File: config.mk
export PLATFORM = sky130hd
export DESIGN_NAME = pr_encoder
export DESIGN_NICKNAME = d
export VERILOG_FILES = /design/src/rtl/pr_encoder.sv
export SDC_FILE = /design/constraint.sdc
export NUM_CORES = 1
export LEC_CHECK = 0
export ABC_AREA = 1
export CAP_MARGIN = 20
export CORE_AREA = 2 2 39 41
export CTS_BUF_LIST = sky130_fd_sc_hd__clkbuf_2
export DETAILED_ROUTE_END_ITERATION = 10
export DIE_AREA = 0 0 41 43
export GPL_TIMING_DRIVEN = 0
export REMOVE_ABC_BUFFERS = 1
export SLEW_MARGIN = 20
export SYNTH_ARGS = -nofsm -noshare
export SYNTH_HDL_FRONTEND = slang
export SYNTH_SLANG_ARGS = --single-unit
File: constraint.sdc
create_clock -name clk -period 0.8 [get_ports clk]
set_input_delay 0.16 -clock clk [delete_from_list [all_inputs] [get_ports clk]]
set_output_delay 0.16 -clock clk [all_outputs]
set_load 0.005 [all_outputs]
File: src/rtl/pr_encoder.sv
// pr_encoder: registered WIDTH-to-log2(WIDTH) priority encoder, highest set bit wins
// Ports:
//   clk    - rising-edge clock
//   rst_n  - asynchronous active-low reset, clears y and valid
//   D      - request vector, bit i set = requester i active
//   y      - registered index of the highest set bit of D (0 when D is zero)
//   valid  - registered, 1 when the sampled D had any bit set
module pr_encoder #(
    parameter int WIDTH = 8,
    parameter int OUT_W = $clog2(WIDTH)
) (
    input  logic             clk,
    input  logic             rst_n,
    input  logic [WIDTH-1:0] D,
    output logic [OUT_W-1:0] y,
    output logic             valid
);
    // Heap-ordered binary tree: node k has children 2k and 2k+1, leaves sit at
    // WIDTH..2*WIDTH-1 and node 1 is the root, giving log2(WIDTH) mux levels.
    logic             w_v   [1:2*WIDTH-1];
    logic [OUT_W-1:0] w_idx [1:2*WIDTH-1];
    logic [OUT_W-1:0] r_y;
    logic             r_valid;
    for (genvar i = 0; i < WIDTH; i++) begin : g_leaf
        assign w_v[WIDTH+i]   = D[i];
        assign w_idx[WIDTH+i] = OUT_W'(i);
    end
    // The upper child always outranks the lower one; with no bits set the
    // choice falls through to leaf 0, so y resolves to zero.
    for (genvar k = 1; k < WIDTH; k++) begin : g_node
        assign w_v[k]   = w_v[2*k] | w_v[2*k+1];
        assign w_idx[k] = w_v[2*k+1] ? w_idx[2*k+1] : w_idx[2*k];
    end
    always_ff @(posedge clk or negedge rst_n) begin
        if (!rst_n) begin
            r_y     <= '0;
            r_valid <= 1'b0;
        end else begin
            r_y     <= w_idx[1];
            r_valid <= w_v[1];
        end
    end
    assign y     = r_y;
    assign valid = r_valid;
endmodule

==> results.cfg, run 1 <==
[yosys]
mapped_cells = 21
mappedNetlistArea_um2 = 179
ys_ff_latch = 4
synth_cell_types = 10
area_fraction_of_the_dominant_cell_type_after_synthesis_pct = 55.9
post_syn_area_per_cell_um2 = 8.52
synth_seq_area_share_pct = 55.9
synth_top_cell_by_area = dfrtp_1
yosys-top-cells-area = dfrtp_1 (56%), inv_1 (8.4%), o21bai_1 (8.4%)
ys_warn_count = 0

[drt]
routed_via_density = 3.34
wire_per_inst_um = 7.15
vias = 177
drt-pass1-iter-count = 2
drt_drc_violations_left = 0
postRouteWirelength_um = 379
detail_route.iter0.violations = 4
antenna_left = 0

[die]
initial_cell_density_of_the_core_pct = 12.9
die_height_um = 43
num_io_pins = 14
overall_die_area_um2 = 1760
die_x_um = 41
core_area_um2 = 1380
rows = 14

[grt]
global_route.overflow_total = 0
grt_first_pass_wirelength_um = 593
first_global_vias = 167
grt_max_degree = 5
global_route.usage.total_pct = 5.73
grt_antenna_before_repair = 0

[sta]
maxSlewHeadroom_pct = 88.4
grt_setup_unrepaired = true
worst_slew_pin_slew_ns = 0.173
final_max_slew_viol_count = 0
finalWorstPathRequiredPeriod_ns = 0.826
portion_of_the_clock_cycle_consumed_by_the_worst_path_in_the_final_layout_pct = 103
finalWorstSetupSlack_ns = -0.0256
timing.final.hold_violations = 0
finalSetupViolations = 4
fin_setup_tns_ns = -0.0964
fmax_mhz = 1210
final_worst_hold_slack_ns = 0.156

[cts]
clock_sinks = 4
clock_tree.root_cell = clkbuf_2
htree_levels = 1
clk_transition_reported_paths_ns = 0.04
tritoncts = built
buffers_inserted_by_post_cts_timing_repair = 0
clock_path_buffers = 2
numCtsBuffers = 3

[worst_hold_path]
timing.hold.worst.class = input pin to async pin

[placement]
dpl-instance-area_um2 = 329
dp.cells = 50
preCtsSetupSlack_ns = -0.250
finalWeightedCongestion = 0.662
total_of_buffers_placed_on_input_and_output_ports = 13
dpl.hpwl_um = 298

[final_layout]
layout.cells.non_filler = 53
layout-area-overhead-vs-synth_pct = 88.1
top_library_cells_by_usage_in_the_layout_fill_and_taps_aside = inv_1 (4), clkdlybuf4s50_1 (4), buf_2 (4), dfrtp_1 (4)
antenna_cells = 0
finalInstanceArea_um2 = 337
num-nets-final = 49
final_core_utilization_pct = 24.3
drive_above_1_share_pct = 32.4

[critical_path]
timing.critical_path.required_ns = 0.64
critical-path-top-delay-family = flip-flops
maximum_fanout_along_the_worst_path = 1
critical_path.n_buffers_inverters = 1
timing.critical_path.slowest_stage_cell = dfrtp_1
critical_path_arrival_ns = 0.67
cp_cell_sequence = buf_2
critical_path.endpoint_type = primary output
crit_path_start_kind = register
cpPeakStageDelay_ns = 0.35
setup.worst_path.class = register to primary output
critical_path_depth = 1

[power_and_ir_drop]
combinationalPowerShare_pct = 17.5
power.leakage_nw = 0.175
p_per_area_nw_per_um2 = 1400
power_frac_clock_pct = 37.4
swShare_pct = 23.4
power.switching_mw = 0.110
p_total_mw = 0.471
p_int_mw = 0.361
seqPwrFrac_pct = 45.1
power.ir.vdd_worst_mv = 0.278

[outcome]
violations_in_the_final_reports = negative setup slack
run_status = complete, but fails checks

[job]
max_cap_viol_count = 0
synthesized netlist by cell type:
library cell	number
nor2_2	1
inv_2	2
nand3_1	1
a21oi_1	1
o21bai_1	2
nor2_1	2
inv_1	4
nand2_2	1
dfrtp_1	4
nand2_1	3
area by class of cell:
type | instances | area, um2
flip-flops and latches | 4 | 100
clock buffers | 3 | 15.0
well taps | 16 | 20.0
fillers | 164 | 1050
repair buffers | 13 | 115
inverters | 6 | 22.5
multi-input cells | 11 | 63.8
power by group through the flow:
stage               clock (mW)  combinational (mW)  sequential (mW)
detailed placement           0              0.0927            0.215
floorplan                    0              0.0228            0.217
finish                   0.176              0.0824            0.212
CTS                      0.192              0.0859            0.212
global route             0.200              0.0921            0.212
global placement             0              0.0912            0.215
state kept, by name (all words and copies together) (netlist names):
name / cells
valid: 1
y: 3
repair_timing:
item / CTS / global route
gates resized for setup: 20 / 3
setup endpoints to repair: 6 / 8
pin swaps: 1 / 2
hold buffers: 0 / 0
logic make-up (layout without fill, tap and decap cells):
| group | count (synthesis) | after routing | synth area share (%) |
|---|---|---|---|
| and+or+nand+nor | 8 | 8 | 20.3 |
| DFF | 4 | 4 | 55.9 |
| buffers and inverters | 6 | 22 | 12.6 |
| AOI/OAI and AO/OA | 3 | 3 | 11.2 |
path summary, 6_finish.rpt:
check | start | to | slack [ns]
max | y[0] | y[0] | -0.03
min | rst_n | y[1] | 0.16
max in group asynchronous | rst_n | valid | 0.48
min in group clk | D[1] | valid | 0.23
routing by layer:
layer,track usage [%],part of all wire [%],vias to the layer above
met5,0,0,-
met4,12.0,0,0
met3,0,9.2,0
met2,5.63,50,11
met1,6.77,41,73
li1,-,-,93
Note: power is estimated with default switching activity, not from simulation.
==> run 2: changes to the inputs <==
--- a/config.mk
+++ b/config.mk
@@ -11,6 +11,8 @@
 export CTS_BUF_LIST = sky130_fd_sc_hd__clkbuf_2
 export DETAILED_ROUTE_END_ITERATION = 10
 export DIE_AREA = 0 0 41 43
+export DONT_BUFFER_PORTS = 1
+export GPL_ROUTABILITY_DRIVEN = 0
 export GPL_TIMING_DRIVEN = 0
 export REMOVE_ABC_BUFFERS = 1
 export SLEW_MARGIN = 20
==> results.cfg, run 2 (synthesis gave the netlist of run 1 again) <==
[grt]
global_route.usage.total_pct = 6.11
first_global_vias = 177
global_route.overflow_total = 0
grt_max_degree = 5
grt_first_pass_wirelength_um = 621
grt_antenna_before_repair = 0

[drt]
detail_route.iter0.violations = 1
vias = 140
drt-pass1-iter-count = 2
drt_drc_violations_left = 0
antenna_left = 0
routed_via_density = 3.41
postRouteWirelength_um = 393
wire_per_inst_um = 9.59

[worst_hold_path]
hold_path_end = valid
hold_depth = 2
worstHoldStart = D[0]
timing.hold.worst.class = input pin to register

[critical_path]
crit_path_start_kind = register
critical_path_arrival_ns = 0.58
setup.worst_path.class = register to primary output
critical_path.endpoint_type = primary output
maximum_fanout_along_the_worst_path = 1
timing.critical_path.required_ns = 0.64

[power_and_ir_drop]
power.ir.vdd_worst_mv = 0.216
power.leakage_nw = 0.101
p_per_area_nw_per_um2 = 1930
p_total_mw = 0.433

[sta]
fin_setup_tns_ns = 0
timing.final.hold_violations = 0
grt_setup_unrepaired = false
maxSlewHeadroom_pct = 87.4
finalSetupViolations = 0
portion_of_the_clock_cycle_consumed_by_the_worst_path_in_the_final_layout_pct = 92.2
final_max_slew_viol_count = 0
worst_slew_pin_slew_ns = 0.188
finalWorstPathRequiredPeriod_ns = 0.737
final_worst_hold_slack_ns = 0.0820
fmax_mhz = 1360

[final_layout]
layout-area-overhead-vs-synth_pct = 25.2
top_library_cells_by_usage_in_the_layout_fill_and_taps_aside = inv_1 (4), dfrtp_1 (4), nand2_1 (3), clkbuf_2 (3)
drive_above_1_share_pct = 28.0
filler_cell_count = 160
num-nets-final = 37
multi_input_gate_area_um2 = 56.3
antenna_cells = 0
regArea_um2 = 100
largest_reg_flops = 3

[cts]
clock_sinks = 4
postCtsResizedCells = 0
clock_path_buffers = 2
htree_levels = 1
tritoncts = built
clock_tree.root_cell = clkbuf_2
clk_transition_reported_paths_ns = 0.05
cts-hold-fix-buffers = 1
numCtsBuffers = 3
buffers_inserted_by_post_cts_timing_repair = 0

[outcome]
run_status = finished, final reports clean

[die]
die_height_um = 43
core_area_um2 = 1380
num_io_pins = 14
die_x_um = 41
initial_cell_density_of_the_core_pct = 12.9
rows = 14
overall_die_area_um2 = 1760

[placement]
total_of_buffers_placed_on_input_and_output_ports = 0

[job]
max_cap_viol_count = 0
run 2: cell types whose count changed in the layout (fill, tap and decap cells not counted), sizes merged:
cell and change:
buf -4, clkdlybuf4s50 -4, dlymetal6s2s -3, dlygate4sd2 -2, dlygate4sd3 +1
run 2: cell type report:
class / count / share of cell area (%)
multi-input combinational: 11 / 25.1
timing repair buffer: 1 / 4.47
sequential: 4 / 44.7
inverter: 6 / 10.1
clock buffer: 3 / 6.70
tap: 16 / 8.94
run 2: worst max path at each step:
stage / start / endpoint / slack, ns / cells after the start
2_1_floorplan: D[6] / valid / 0.24 / 4
3_3_place_gp: D[6] / valid / 0.18 / 4
3_5_place_dp: D[6] / valid / 0.17 / 4
4_1_cts: y[1] / y[1] / 0.03 / 0
5_1_grt: y[0] / y[0] / 0.02 / 0
6_report: y[1] / y[1] / 0.06 / 0
run 2: where the power goes:
part | switching [mW] | internal (mW) | total (mW) | leakage, nW
combinational | 0.0187 | 0.0148 | 0.0335 | 0.0502
clock | 0.0839 | 0.101 | 0.185 | 0.0125
sequential | 0.00374 | 0.211 | 0.214 | 0.0388
run 2: through the flow:
step                cell area, um2  cells  worst slack [ns]  util [%]
floorplan                      179     21             0.236         -
global placement               199     37             0.185      14.4
detailed placement             199     37             0.174      14.4
CTS                            224     41            0.0345      16.2
global route                   224     41            0.0229      16.2
finish                         224     41            0.0627      16.2
run 2: routing by layer:
metal	vias to the layer above	routed length (um)	GRT usage, %
met1	60	160	6.71
met3	0	44	0
met5	-	0	0
li1	69	-	-
met4	0	0	12.0
met2	11	188	6.88
